### config.mk
export PLATFORM = sky130hd
export DESIGN_NAME = perm_round_sched
export DESIGN_NICKNAME = d
export VERILOG_FILES = /design/src/rtl/perm_round_sched.sv
export SDC_FILE = /design/constraint.sdc
export NUM_CORES = 1
export LEC_CHECK = 0
export CELL_PAD_IN_SITES_DETAIL_PLACEMENT = 1
export CELL_PAD_IN_SITES_GLOBAL_PLACEMENT = 1
export CORE_MARGIN = 2
export CORE_UTILIZATION = 31
export CTS_CLUSTER_DIAMETER = 60
export DETAILED_ROUTE_END_ITERATION = 8
export PLACE_DENSITY_LB_ADDON = 0.1
export SETUP_SLACK_MARGIN = 0.3
export SYNTH_ARGS = -nofsm -noshare
export SYNTH_HDL_FRONTEND = slang
export SYNTH_SLANG_ARGS = --single-unit
### constraint.sdc
create_clock -name clk -period 1.43 [get_ports clk]
set_input_delay 0.143 -clock clk [delete_from_list [all_inputs] [get_ports clk]]
set_output_delay 0.143 -clock clk [all_outputs]
set_load 0.05 [all_outputs]
### src/rtl/perm_round_sched.sv
// perm_round_sched: sequencing controller for the sLiSCP-light permutation core.
//
// On an accepted start it runs NUM_STEPS steps, each made of ROUNDS_PER_STEP round
// cycles followed by one step-mixing cycle, then emits a one-cycle perm_done pulse.
// A 7-bit LFSR (x^7+x^6+1) supplies the round constant bit and the step constant.
//
// Ports:
//   clk         rising-edge clock
//   rst         asynchronous active-low reset
//   start       permutation request, sampled every cycle
//   hold        stall; freezes all progress while in ROUND or MIX
//   busy        high in ROUND, MIX and DONE
//   load_state  datapath captures its input state (accept cycle, combinational from start)
//   en_round    datapath executes one round
//   en_mix      datapath executes step mixing
//   round_idx   round within the current step
//   step_idx    current step
//   rc_bit      round constant bit (lfsr[0])
//   sc          step constant (lfsr value), meaningful while en_mix=1
//   perm_done   one-cycle completion pulse
//   start_err   one-cycle pulse when a start is ignored because the core is busy
//
// en_round/en_mix are gated by hold in the same cycle so that a stalled cycle never
// advances the datapath; start_err flags the offending start in its own cycle.
module perm_round_sched #(
  parameter int unsigned ROUNDS_PER_STEP = 6,
  parameter int unsigned NUM_STEPS       = 18,
  parameter logic [6:0]  LFSR_SEED       = 7'h7F
) (
  input  logic       clk,
  input  logic       rst,
  input  logic       start,
  input  logic       hold,
  output logic       busy,
  output logic       load_state,
  output logic       en_round,
  output logic       en_mix,
  output logic [2:0] round_idx,
  output logic [4:0] step_idx,
  output logic       rc_bit,
  output logic [6:0] sc,
  output logic       perm_done,
  output logic       start_err
);

  localparam logic [2:0] RoundLast = 3'(ROUNDS_PER_STEP - 1);
  localparam logic [4:0] StepLast  = 5'(NUM_STEPS - 1);

  typedef enum logic [1:0] {StIdle, StRound, StMix, StDone} state_e;

  state_e     state_q;
  logic [2:0] round_q;
  logic [4:0] step_q;
  logic [6:0] lfsr_q;
  logic [6:0] lfsr_next;

  assign lfsr_next = {lfsr_q[5:0], lfsr_q[6] ^ lfsr_q[5]};

  always_ff @(posedge clk or negedge rst) begin
    if (!rst) begin
      state_q <= StIdle;
      round_q <= '0;
      step_q  <= '0;
      lfsr_q  <= LFSR_SEED;
    end else begin
      unique case (state_q)
        StIdle: begin
          if (start) begin
            lfsr_q  <= LFSR_SEED;
            round_q <= '0;
            step_q  <= '0;
            state_q <= StRound;
          end
        end
        StRound: begin
          if (!hold) begin
            lfsr_q <= lfsr_next;
            if (round_q == RoundLast) begin
              round_q <= '0;
              state_q <= StMix;
            end else begin
              round_q <= round_q + 3'd1;
            end
          end
        end
        StMix: begin
          // LFSR is not advanced here: sc must equal the value left by the last round.
          if (!hold) begin
            if (step_q == StepLast) begin
              state_q <= StDone;
            end else begin
              step_q  <= step_q + 5'd1;
              state_q <= StRound;
            end
          end
        end
        StDone: begin
          state_q <= StIdle;
        end
        default: begin
          state_q <= StIdle;
        end
      endcase
    end
  end

  assign busy       = (state_q != StIdle);
  assign load_state = (state_q == StIdle) && start;
  assign en_round   = (state_q == StRound) && !hold;
  assign en_mix     = (state_q == StMix) && !hold;
  assign perm_done  = (state_q == StDone);
  assign start_err  = busy && start;
  assign round_idx  = round_q;
  assign step_idx   = step_q;
  assign rc_bit     = lfsr_q[0];
  assign sc         = lfsr_q;

endmodule
==> parameters.txt, run 1 <==
Parameter                              Value

Timing
  F_max    just under 600 MHz
  Final WS setup    -0.2705 ns
  Fin Clk Skew    around 0.0097 ns
  Max-slew violations    0
  Number of hold violations in the final report    0
  Endpoints failing setup    22
  Fin crit share    118.9%
  Worst slew margin relative to its limit    81.00%
  Slew at the pin closest to its max-slew limit    between 0.2 and 0.3 ns
  Post-route setup TNS    -2.981 ns
  RSZ-0062 raised after global routing    yes
  Clock period minus final worst setup slack    ~1.7 ns

CTS
  Number of buffers on the longest clock path    2
  CTS tree    yes
  Hold-fix buffers, CTS    0
  Clock latency reported for the late side of the worst-skew pair    between 0.3 and 0.4 ns
  # H-tree levels    1
  Root buffer selected by CTS    clkbuf_4
  Clock net sink count    17
  Clock-pin slew of the registers on the worst-case setup and hold paths    between 0.1 and 0.15 ns
  Clock buffers created by TritonCTS    3

Logic synthesis
  Number of enable flip-flop cells after synthesis    0
  Dominant register cell in the synthesized netlist    dfrtp_1
  Syn Nets    90
  Share of synthesized registers carrying an async set or reset    100.0%
  Number of register bits inferred by synthesis    17
  Count of mapped cells out of synthesis    between 80 and 90
  Post-synthesis area per instance    around 10 um2
  Count of cell types in the netlist    31
  Warnings from Yosys    0
  Sequential fraction of the synthesis area    between 40% and 50%
  Syn Std Cell Area    around 880 um2

Run
  Maxcap violations    0

Routing
  Via count    about 950
  DRC violations left    0
  Number of detailed-routing iterations run before antenna repair    4
  WL final    4195 um
  Number of violations reported at the end of detailed-routing iteration 0    28
  Post-DR wirelength/cell    about 23 um
  Vias per std cell    about 5.2
  Count of antenna-violating nets left after detailed routing    0

Worst setup path
  Kind of start point of the critical path    register
  Worst-case reg-to-reg path depth    6
  Endpoint of the worst register-to-register path    round_idx[2]
  Worst EP required    between 1 and 1.5 ns
  Flop-to-flop setup slack    -0.21 ns
  Highest net fanout along the worst path    3
  Worst path arrival time    roughly 1.6 ns
  Worst Setup Path Type    register to output port
  Worst r2r src    state_q[0]
  Critical Path Sink Type    output port

Die
  Core area    0.002734 mm2
  Starting Density    between 30% and 40%
  Top Ports    26
  Die boundary height    57.27 um
  Cell row count    19
  DIE WIDTH    about 57 um
  Overall die area    between 0.003 and 0.004 mm2

Layout
  Fill cell total of the finished layout    around 250
  Layout Area Growth over Synthesis    126.9%
  Nets    between 150 and 200
  Fraction of final layout cells sized beyond drive strength 1    about three quarters
  Utilization of the core after routing    between 70% and 80%
  Number of antenna repair diodes    0

Global route
  GRT Max-Usage Layer    met2
  All-Layer GR Usage    between 20% and 30%
  First-pass GRT wire length    6168 um
  Met2 global-route usage    a little under half
  Maximum number of pins on one net before global-route repair    18
  M1 GR Usage    a little under a third
  Vias in the first global route    between 1000 and 1500
  Initial antenna violation count    0
  Met3 track demand over resource in global routing    under 10%
  Remaining global-route overflow    0

Place
  Buffers on Ports    25
  Estimated wirelength of the detail-placed design    between 1500 and 2000 um
  Final GP Congestion    about 0.84

Status
  Status    finished, violations left
  Failing checks    negative setup slack

Hold path
  Path class of the lowest-slack min-delay path    input port to asynchronous set/reset pin

Power
  Power per cell area    2604 mW/mm2
  Pleak    between 0.8 and 0.9 nW
  Max rail drop VDD    around 0.0021 V
## flip-flops by register name, summed over array words and instances, names as in the netlist
register / count
round_idx: 3
sc: 7
state_q: 2
step_idx: 5
## repair_timing
| action | CTS | global route |
|---|---|---|
| endpoints found under the setup margin | 35 | 35 |
| resized for setup | 41 | 13 |
| setup buffers | 21 | 6 |
| pin swaps | 9 | 5 |
## placed cells by master, fill, tap and decap left out, drive strengths merged, types with 3 or more instances in the layout
cell / n
clkdlybuf4s50: 3
inv: 8
or3b: 4
o21ai: 4
or4: 3
dfstp: 7
o22a: 6
nand2: 5
dfrtp: 10
o211ai: 3
nand3: 4
buf: 66
clkbuf: 3
## cell type report
cell class	count	area [um2]	share of cell area (%)
repair buffers	69	894.6	44.83
multi-input cells	53	544.3	27.27
flip-flops and latches	17	442.9	22.19
inverters	10	47.55	2.382
well taps	31	38.79	1.944
clock buffers	3	22.52	1.129
clock inverters	1	5.005	0.2508
## logic make-up (layout without fill, tap and decap cells)
logic type,after synthesis,count (layout),synth area share [%]
AO/OA/AOI/OAI,24,24,20.91
XOR/XNOR,1,1,0.9959
adder cells (fa/ha/maj),2,2,2.844
buffers and inverters,14,83,6.969
flip-flops,17,17,49.36
multiplexers,2,2,2.276
AND/OR/NAND/NOR,24,24,16.64
## worst max path at each step
stage                      from           end  cells after the start
CTS                  state_q[0]    load_state                      4
global placement           hold  round_idx[1]                      4
floorplan           step_idx[1]   step_idx[1]                      5
detailed placement         hold  round_idx[2]                      6
finish               state_q[0]      en_round                      4
global route         state_q[1]      en_round                      4
## per-stage QoR
| step | hold slack, ns | instance area [um2] | power, mW | worst slack (ns) | std cells |
|---|---|---|---|---|---|
| 3_3_place_gp | 0.4932 | 1544 | 3.869 | -0.1853 | 153 |
| 5_1_grt | 0.1583 | 1996 | 5.407 | -0.3019 | 184 |
| 3_5_place_dp | 0.4963 | 1544 | 3.930 | -0.2635 | 153 |
| 2_1_floorplan | -0.1526 | 937.1 | 2.434 | -0.1349 | 84 |
| 6_report | 0.1467 | 1996 | 5.198 | -0.2705 | 184 |
| 4_1_cts | 0.1575 | 1893 | 4.843 | -0.2044 | 178 |
## synthesized netlist by cell type, types with 3 or more instances
library cell / number / share of area (%)
nand2_1: 5 / 2.1
dfstp_2: 7 / 21
dfrtp_1: 10 / 28
o211ai_1: 3 / 2.6
o21ai_0: 4 / 2.3
inv_1: 10 / 4.3
nand3_1: 4 / 2.3
o22a_1: 6 / 6.0
or4_1: 3 / 2.6
## power breakdown
group          leakage, nW  switching [mW]  total (mW)  internal (mW)
combinational        0.613            1.84        3.79           1.95
clock               0.0177           0.179       0.283          0.105
sequential           0.193           0.339        1.12          0.782
## worst max-delay path, stage by stage (launching register included)
cell        delay, ns
dfrtp_1          0.44
or3b_4           0.43
buf_8            0.14
clkinvlp_4       0.10
buf_12           0.14
## layer usage
metal | wire length, um | vias to the layer above
met3 | 98 | 8
li1 | - | 444
met4 | 136 | 0
met5 | 0 | -
met1 | 1650 | 480
met2 | 2309 | 22
(Power assumes the default switching activity.)
==> inputs of run 2 (changes only) <==
--- a/config.mk
+++ b/config.mk
@@ -5,12 +5,14 @@
 export SDC_FILE = /design/constraint.sdc
 export NUM_CORES = 1
 export LEC_CHECK = 0
+export ABC_CLOCK_PERIOD_IN_PS = 1430
 export CELL_PAD_IN_SITES_DETAIL_PLACEMENT = 1
 export CELL_PAD_IN_SITES_GLOBAL_PLACEMENT = 1
 export CORE_MARGIN = 2
 export CORE_UTILIZATION = 31
 export CTS_CLUSTER_DIAMETER = 60
 export DETAILED_ROUTE_END_ITERATION = 8
+export MAX_ROUTING_LAYER = met4
 export PLACE_DENSITY_LB_ADDON = 0.1
 export SETUP_SLACK_MARGIN = 0.3
 export SYNTH_ARGS = -nofsm -noshare
==> run 2 against run 1 <==
  * The flow still finishes with violations (negative setup slack)
  * Global-route usage grew 0.89 points
  * Clock power shrank 1%
  * Critical path depth is the same
  * Non-clock buffer count is the same
  * Clock-buffer cell count is the same
  * Sequential share of layout area is essentially flat
  * Cell area shrank 0.19%
  * Hold slack gained 0.018 ns
  * Critical endpoint unchanged
  * Highest routed layer unchanged
==> parameters.txt, run 2 (same netlist as run 1, synthesis figures left out) <==
Parameter                              Value

Die
  Starting Density    32.17% (unchanged)
  Cell row count    19 (unchanged)
  Core area    0.002734 mm2 (unchanged)
  DIE WIDTH    57.27 um (unchanged)
  Overall die area    0.003279 mm2 (unchanged)
  Top Ports    26 (unchanged)
  Die boundary height    57.27 um (unchanged)

Place
  Placed cells    153 (unchanged)
  DP Area    0.001544 mm2 (unchanged)
  Final GP Congestion    0.8499 (+1.5%)
  Buffers on Ports    25 (unchanged)
  Pre-CTS setup slack    -0.2635 ns (unchanged)
  Estimated wirelength of the detail-placed design    1950 um (unchanged)

Timing
  F_max    587.7 MHz (about the same)
  Endpoints failing setup    21 (-4.5%)
  RSZ-0062 raised after global routing    yes
  Fin Clk Skew    0.009874 ns (+0.0001446 ns)
  Slew at the pin closest to its max-slew limit    0.3078 ns (+0.02370 ns)
  Final WS setup    -0.2714 ns (-0.0009250 ns)
  Clock period minus final worst setup slack    1.701 ns (+0.0009250 ns)
  Final hold slack    0.1649 ns (+0.01821 ns)
  Worst slew margin relative to its limit    79.42% (-1.6 points)
  Max-slew violations    0 (unchanged)
  Fin crit share    119.0% (about the same)
  Number of hold violations in the final report    0 (unchanged)
  Post-route setup TNS    -3.381 ns (-0.4006 ns)

Worst setup path
  Cell class contributing the biggest share of worst-path delay    flip-flops
  Kind of start point of the critical path    register
  Worst path max stage delay    0.45 ns (about the same)
  Critical Path Sink Type    output port
  Worst Path Buf+Inv    3 (unchanged)
  Worst EP required    1.29 ns (about the same)
  Critical-path top delay cell    dfrtp_1
  Highest net fanout along the worst path    3 (unchanged)
  Worst Setup Path Type    register to output port
  Cell-by-cell listing of the critical path    or3b_4, buf_8, clkinvlp_4, buf_12
  Worst path arrival time    1.56 ns (about the same)

Global route
  GRT Max-Usage Layer    met2
  First-pass GRT wire length    6175 um (+0.11%)
  Remaining global-route overflow    0 (unchanged)
  Initial antenna violation count    0 (unchanged)
  Vias in the first global route    1103 (-0.45%)
  Met2 global-route usage    45.48% (unchanged)
  Maximum number of pins on one net before global-route repair    18 (unchanged)
  Met3 track demand over resource in global routing    4.989% (unchanged)
  M1 GR Usage    30.56% (+0.29 points)
  All-Layer GR Usage    26.81% (+0.89 points)

Run
  Maxcap violations    0 (unchanged)

Layout
  Nets    160 (unchanged)
  Utilization of the core after routing    72.86% (-0.14 points)
  Fraction of final layout cells sized beyond drive strength 1    73.20% (-0.65 points)
  Most common cell after layout, fill and taps aside    buf_6
  Number of flip-flops under the largest register name    7 (unchanged)
  Number of antenna repair diodes    0 (unchanged)
  Layout Area Growth over Synthesis    126.5%
  Commonest cells after routing, fill and taps aside    buf_6 (23), buf_12 (22), buf_4 (20)
  Final cell count without fillers    184 (unchanged)
  Post-route cell area    0.001992 mm2 (-0.19%)

CTS
  Clock latency reported for the late side of the worst-skew pair    0.31 ns (about the same)
  Root buffer selected by CTS    clkbuf_4
  # H-tree levels    1 (unchanged)
  Clock-pin slew of the registers on the worst-case setup and hold paths    0.12 ns (about the same)
  Clock buffers created by TritonCTS    3 (unchanged)
  Number of buffers on the longest clock path    2 (unchanged)
  CTS tree    yes
  Clock net sink count    17 (unchanged)

Routing
  Post-DR wirelength/cell    22.56 um (-1.0%)
  Via count    987 (+3.5%)
  WL final    4151 um (-1.0%)
  DRC violations left    0 (unchanged)
  Count of antenna-violating nets left after detailed routing    0 (unchanged)
  Number of violations reported at the end of detailed-routing iteration 0    27 (-3.6%)
  Number of detailed-routing iterations run before antenna repair    4 (unchanged)
  Vias per std cell    5.364 (+3.5%)

Power
  Pleak    0.8213 nW (-0.23%)
  Max rail drop VDD    0.002100 V (+1.5%)
  Power per cell area    2594 mW/mm2 (-0.40%)
  Internal power consumption    2.839 mW (about the same)
  Clock network fraction of total power    5.4% (about the same)
  Sequential fraction of design power    21.4% (-0.2 points)
  Overall Power    5.167 mW (-0.59%)
  Combinational group share of total power    73.2% (+0.2 points)
  Net switching component of the power    2.328 mW (-1.4%)
  Net switching fraction of the power    45.06% (-0.38 points)

Hold path
  Path class of the lowest-slack min-delay path    input port to asynchronous set/reset pin

Status
  Failing checks    negative setup slack
  Status    finished, violations left
## run 2: worst paths after layout
path,startpoint,to,slack (ns),depth (start not counted)
setup / recovery,state_q[1],en_round,-0.27,4
hold / removal,rst,state_q[1],0.16,2
setup reg to reg,state_q[1],round_idx[2],-0.21,6
hold reg to reg,step_idx[1],step_idx[1],0.58,2
max in group asynchronous,rst,sc[3],0.99,2
min in group clk,step_idx[1],step_idx[1],0.58,2
## run 2: layer usage
metal	part of all wire, %	vias up
li1	-	452
met1	41	498
met2	52	27
met3	3.1	10
met4	3.4	0
met5	0	-
## run 2: worst register-to-register path, cell delays in order (launching register included)
cell and delay, ns:
dfrtp_1 0.45, buf_6 0.15, or3b_4 0.41, buf_4 0.15, buf_6 0.12, a22oi_2 0.13
mux2i_1 0.12
## run 2: power by group through the flow
stage / logic, mW / clock network (mW) / registers [mW]
floorplan: 0.749 / 0 / 1.68
global placement: 2.78 / 0 / 1.09
detailed placement: 2.83 / 0 / 1.10
CTS: 3.48 / 0.281 / 1.09
global route: 3.92 / 0.298 / 1.13
finish: 3.78 / 0.279 / 1.10
## run 2: area by class of cell
type	instances	area, um2
Tap cell	31	38.79
Inverter	10	47.55
Clock inverter	1	5.005
Timing Repair Buffer	69	894.6
Clock buffer	3	22.52
Sequential cell	17	442.9
Fill cell	254	742.0
Multi-Input combinational cell	53	540.5
## run 2: timing repair
item,CTS,global route
gates resized for setup,41,12
hold buffers,0,0
setup endpoints to repair,35,35
buffers inserted,21,6
pin swaps,9,5
==> inputs of run 3 (changes only) <==
--- a/config.mk
+++ b/config.mk
@@ -11,6 +11,7 @@
 export CORE_MARGIN = 2
 export CORE_UTILIZATION = 31
 export CTS_CLUSTER_DIAMETER = 60
+export CTS_CLUSTER_SIZE = 16
 export DETAILED_ROUTE_END_ITERATION = 8
 export MAX_ROUTING_LAYER = met4
 export PLACE_DENSITY_LB_ADDON = 0.1
==> results of run 3 <==
No change in the layout: final DEF, timing and power equal those of run 2.
